==> src/rtl/sq_pkg.sv <==
// rtl/sq_pkg.sv - shared FSM state type and counter sizing for the sequential squarer
package sq_pkg;

  typedef enum logic [1:0] {
    IDLE = 2'd0,
    CALC = 2'd1,
    DONE = 2'd2
  } sq_state_t;

  // Counter must hold values 0..width, hence width+1 codes.
  function automatic int sq_cnt_width(input int width);
    return $clog2(width + 1);
  endfunction

endpackage

==> src/rtl/sq_shift_add_dp.sv <==
// rtl/sq_shift_add_dp.sv - shift-add datapath: magnitude load, accumulator, shift registers
module sq_shift_add_dp
  import sq_pkg::*;
#(
  parameter int WIDTH = 8
) (
  input  logic               clk,
  input  logic               rst_n,
  input  logic               load,
  input  logic               step,
  input  logic [WIDTH-1:0]   operand,
  input  logic               op_signed,
  output logic [2*WIDTH-1:0] result
);

  logic [2*WIDTH-1:0] acc;
  logic [2*WIDTH-1:0] mcand;
  logic [WIDTH-1:0]   mplier;
  logic [WIDTH-1:0]   mag;

  // Negating the most negative value wraps to itself, which is the correct unsigned magnitude.
  always_comb begin
    mag = operand;
    if (op_signed && operand[WIDTH-1]) begin
      mag = ~operand + WIDTH'(1);
    end
  end

  always_ff @(posedge clk or negedge rst_n) begin
    if (!rst_n) begin
      acc    <= '0;
      mcand  <= '0;
      mplier <= '0;
    end else if (load) begin
      acc    <= '0;
      mcand  <= {{WIDTH{1'b0}}, mag};
      mplier <= mag;
    end else if (step) begin
      if (mplier[0]) begin
        acc <= acc + mcand;
      end
      mcand  <= mcand << 1;
      mplier <= mplier >> 1;
    end
  end

  assign result = acc;

endmodule

==> src/rtl/seq_squarer.sv <==
// rtl/seq_squarer.sv - iterative squarer top: handshake FSM, iteration counter, datapath instance
module seq_squarer
  import sq_pkg::*;
#(
  parameter int WIDTH = 8
) (
  input  logic               clk,
  input  logic               rst_n,
  input  logic               in_valid,
  output logic               in_ready,
  input  logic [WIDTH-1:0]   in_data,
  input  logic               in_signed,
  output logic               out_valid,
  input  logic               out_ready,
  output logic [2*WIDTH-1:0] out_data,
  output logic               busy
);

  localparam int CW = sq_cnt_width(WIDTH);

  sq_state_t     state;
  sq_state_t     state_nxt;
  logic [CW-1:0] cnt;
  logic          accept;
  logic          last_iter;

  assign accept    = in_valid && in_ready;
  assign last_iter = (cnt == CW'(WIDTH - 1));

  always_ff @(posedge clk or negedge rst_n) begin
    if (!rst_n) begin
      state <= IDLE;
    end else begin
      state <= state_nxt;
    end
  end

  // DONE with out_ready and in_valid hands off straight into CALC, so streams run without bubbles.
  always_comb begin
    state_nxt = state;
    in_ready  = 1'b0;
    out_valid = 1'b0;
    busy      = 1'b1;
    case (state)
      IDLE: begin
        busy     = 1'b0;
        in_ready = 1'b1;
        if (in_valid) begin
          state_nxt = CALC;
        end
      end
      CALC: begin
        if (last_iter) begin
          state_nxt = DONE;
        end
      end
      DONE: begin
        out_valid = 1'b1;
        in_ready  = out_ready;
        if (out_ready) begin
          state_nxt = in_valid ? CALC : IDLE;
        end
      end
      default: begin
        state_nxt = IDLE;
      end
    endcase
  end

  always_ff @(posedge clk or negedge rst_n) begin
    if (!rst_n) begin
      cnt <= '0;
    end else if (accept) begin
      cnt <= '0;
    end else if (state == CALC) begin
      cnt <= cnt + CW'(1);
    end
  end

  sq_shift_add_dp #(
    .WIDTH(WIDTH)
  ) u_dp (
    .clk      (clk),
    .rst_n    (rst_n),
    .load     (accept),
    .step     (state == CALC),
    .operand  (in_data),
    .op_signed(in_signed),
    .result   (out_data)
  );

endmodule

==> config.mk <==
export PLATFORM = sky130hd
export DESIGN_NAME = seq_squarer
export DESIGN_NICKNAME = d
export VERILOG_FILES = /design/src/rtl/sq_pkg.sv /design/src/rtl/sq_shift_add_dp.sv /design/src/rtl/seq_squarer.sv
export SDC_FILE = /design/constraint.sdc
export NUM_CORES = 1
export LEC_CHECK = 0
export ABC_AREA = 1
export BUFFER_PORTS_ARGS = -buffer_cell sky130_fd_sc_hd__buf_4
export CORE_ASPECT_RATIO = 1.4
export CORE_MARGIN = 2
export CORE_UTILIZATION = 55
export CTS_CLUSTER_SIZE = 40
export DETAILED_ROUTE_END_ITERATION = 10
export HOLD_SLACK_MARGIN = 0.02
export MAX_ROUTING_LAYER = met4
export PLACE_DENSITY = 0.81
export SETUP_SLACK_MARGIN = 0.3
export SLEW_MARGIN = 5
export SYNTH_ARGS = -nofsm -noshare
export SYNTH_HDL_FRONTEND = slang
export SYNTH_HIERARCHICAL = 1
export SYNTH_SLANG_ARGS = --single-unit
==> constraint.sdc <==
create_clock -name clk -period 2.1 [get_ports clk]
set_input_delay 0 -clock clk [delete_from_list [all_inputs] [get_ports clk]]
set_output_delay 0 -clock clk [all_outputs]
set_load 0.05 [all_outputs]
==> flow_metrics.env <==
export IMPL_status="finished, final reports clean"
export IMPL_yosysWarnings=6
export IMPL_ys_flop_type="dfrtp_1"
export IMPL_area_growth_synth_to_final_pct=20.44
export IMPL_min_path_cells=4
export IMPL_r2r_start="u_dp/result[5]$_DFFE_PN0P_"
export IMPL_finalHoldViolCount=0
export IMPL_fin_skew_ns=0.007233
export IMPL_grt_overflow=0
export IMPL_leakagePower_nw=1.984
export IMPL_power_density_nw_per_um2=1642
export IMPL_min_from="in_data[2]"
export IMPL_grt_antenna_before_repair=0
export IMPL_io_pin_count=32
export IMPL_worstPathBufferInverterCount=1
export IMPL_yosysTopAreaCellShare_pct=38.61
export IMPL_period_needed_ns=1.699
export IMPL_synth_seq_area_share_pct=38.61
export IMPL_yosysUniqueCellTypes=33
export IMPL_cp_max_fo=5
export IMPL_io_buffers=31
export IMPL_cp_end_kind="register"
export IMPL_clk_latency_ns=0.30
export IMPL_p_clk_share_pct=13.9
export IMPL_fin_nets=500
export IMPL_cts_made_buffers=5
export IMPL_synth_area_per_cell_um2=7.016
export IMPL_worst_pin_slew_ns=0.5795
export IMPL_finalWirelength_um=6778
export IMPL_timing_slew_headroom_pct=61.37
export IMPL_antenna_cells=0
export IMPL_reg2reg_to="u_dp/result[15]$_DFFE_PN0P_"
export IMPL_grt_setup_unrepaired="no"
export IMPL_worst_r2r_path_depth=9
export IMPL_gp_congestion=0.9410
export IMPL_die_w_um=66.23
export IMPL_path_class="reg -> reg"
export IMPL_htree_levels=2
export IMPL_final_cell_mix="nand2_1, inv_1, dfrtp_1"
export IMPL_clockRootBuffer="clkbuf_8"
export IMPL_cts_sinks=46
export IMPL_hold_class="in -> reg"
export IMPL_postRouteAntennaNets=0
export IMPL_drv_slew=0
export IMPL_drt_iter0_markers=165
export IMPL_routedWlPerCell_um=12.65
export IMPL_final_common_cell="nand2_1"
export IMPL_fin_crit_sh_pct=80.88
export IMPL_startpoint="u_dp/result[5]$_DFFE_PN0P_"
export IMPL_first_pass_iters=4
export IMPL_synth_seq_cells=46
export IMPL_start_util_pct=57.37
export IMPL_die_y_um=91.12
export IMPL_pwr_share_comb_pct=58.8
export IMPL_netlist_area_um2=2982
export IMPL_fin_hold_ws_ns=0.03521
export IMPL_drive_above_1_share_pct=17.66
export IMPL_coreArea_um2=5197
export IMPL_power_frac_seq_pct=27.3
export IMPL_grt_pass1_vias=2661
export IMPL_ys_top_cells_by_area="dfrtp_1, nand2_1, inv_1"
export IMPL_via_per_inst=5.112
export IMPL_fillers=465
export IMPL_yosys_area_top_type="dfrtp_1"
export IMPL_tns_ns=0
export IMPL_clk_pin_slew_ns=0.09
export IMPL_vias=2740
export IMPL_grt_pass1_wl_um=11540
export IMPL_start_kind="register"
export IMPL_cp_cell_sequence="ha_4 > nand2_1 > inv_1 > a21oi_1 > nand2_2 > nand2_1 > nand3_1 > nand3_1 > nand2_1"
export IMPL_crit_required_ns=2.30
export IMPL_rows=31
export IMPL_p_int_mw=3.000
export IMPL_setup_violations=0
export IMPL_hold_end="u_dp/mcand[2]$_DFFE_PN0P_"
export IMPL_dieArea_um2=6034
export IMPL_drv_cap=0
export IMPL_path_delay_family="simple AND/OR/NAND/NOR gates"
export IMPL_dp_hpwl_um=5031
export IMPL_arrival_ns=1.90
export IMPL_critPathSlowestCell="dfrtp_1"
export IMPL_grt_max_degree=47
export IMPL_max_freq_ghz=0.5887
export IMPL_cts_tree="done"
export IMPL_p_sw_mw=2.896
export IMPL_drc=0
export IMPL_synth_edf_count=0
export IMPL_grt_use_total_pct=24.80
export IMPL_netSwitchingFraction_pct=49.12
export IMPL_slowest_delay_ns=0.44
export IMPL_reg2reg_setup_slack_ns=0.40
export IMPL_netlist_instances=425
export IMPL_irDropWorstVdd_v=0.0008102
export IMPL_synthArstFlopShare_pct=100.0
export IMPL_synthesis_nets=456
export IMPL_cpMostUsedCell="nand2_1"
export IMPL_clock_path_buffers=2
==> metrics by stage <==
stage / utilization, % / setup WS [ns] / std cells / power, mW / area, um^2
5_1_grt: 69.09 / 0.2927 / 536 / 6.417 / 3591
2_1_floorplan: - / 0.3186 / 425 / 4.074 / 3008
6_report: 69.09 / 0.4015 / 536 / 5.896 / 3591
3_5_place_dp: 63.36 / 0.3849 / 517 / 4.856 / 3293
3_3_place_gp: 63.36 / 0.4331 / 517 / 4.792 / 3293
4_1_cts: 67.26 / 0.3633 / 531 / 5.703 / 3496
==> worst max path at each step <==
stage,endpoint,slack [ns],depth (start not counted)
finish,u_dp/result[15]$_DFFE_PN0P_,0.40,9
global placement,u_dp/result[13]$_DFFE_PN0P_,0.43,8
CTS,u_dp/result[0]$_DFFE_PN0P_,0.36,7
global route,u_dp/result[11]$_DFFE_PN0P_,0.29,10
floorplan,u_dp/result[12]$_DFFE_PN0P_,0.32,11
detailed placement,u_dp/result[0]$_DFFE_PN0P_,0.38,7
==> worst min-delay path: stages <==
cell     delay (ns)
buf_4          0.09
nand2_1        0.04
nand3_1        0.10
a21oi_1        0.07
==> power groups by stage <==
stage | logic, mW | registers (mW) | clock network (mW)
5_1_grt | 3.89 | 1.65 | 0.869
6_report | 3.47 | 1.61 | 0.820
4_1_cts | 3.29 | 1.58 | 0.838
3_5_place_dp | 3.26 | 1.60 | 0
3_3_place_gp | 3.20 | 1.59 | 0
2_1_floorplan | 2.18 | 1.89 | 0
==> what timing repair did <==
action	in CTS	in global routing
resized for setup	0	11
buffers inserted	0	5
hold endpoints to repair	55	0
hold buffers	6	0
setup endpoints to repair	0	17
==> final cells by class <==
class,count,area (um^2),share of cell area [%]
clock buffers,6,82.58,2.300
clock inverters,2,60.06,1.672
inverters,75,284.0,7.909
multi-input cells,298,1590,44.29
flip-flops and latches,46,1154,32.13
well taps,66,82.58,2.300
repair buffers,43,337.8,9.408
==> flip-flops by register name (all words and copies together), names as in the netlist <==
signal and flops:
u_dp/mcand 16, u_dp/result 16, u_dp/mplier 8, cnt 4
state 2
==> synth_stat cells, types with 2 or more instances <==
library cell	count
nand2_1	139
inv_1	62
dfrtp_1	46
nand3_1	34
nor2_1	27
a21oi_1	19
ha_1	17
o21ai_0	13
o21ai_1	13
inv_2	12
o22ai_1	7
nor3_1	4
buf_2	3
nand2_2	3
nand4_1	3
xor2_1	3
a31oi_1	2
nand3b_1	2
o21ai_2	2
==> cells by family (layout without fill, tap and decap cells) <==
family / after synthesis / after routing / share of synthesized area (%)
AO/OA/AOI/OAI: 59 / 59 / 10.99
buffers and inverters: 81 / 126 / 10.78
adder cells (fa/ha/maj): 18 / 18 / 7.805
XOR/XNOR: 3 / 3 / 0.8814
flip-flops: 46 / 46 / 38.61
AND/OR/NAND/NOR: 218 / 218 / 30.93
==> layer usage <==
metal	global-route usage, %	share of wire, %	vias up
li1	-	-	1426
met5	-	0	-
met1	28.22	42	1241
met2	44.75	54	62
met3	3.222	2.5	11
met4	6.463	2.1	0
(Power assumes the default switching activity.)
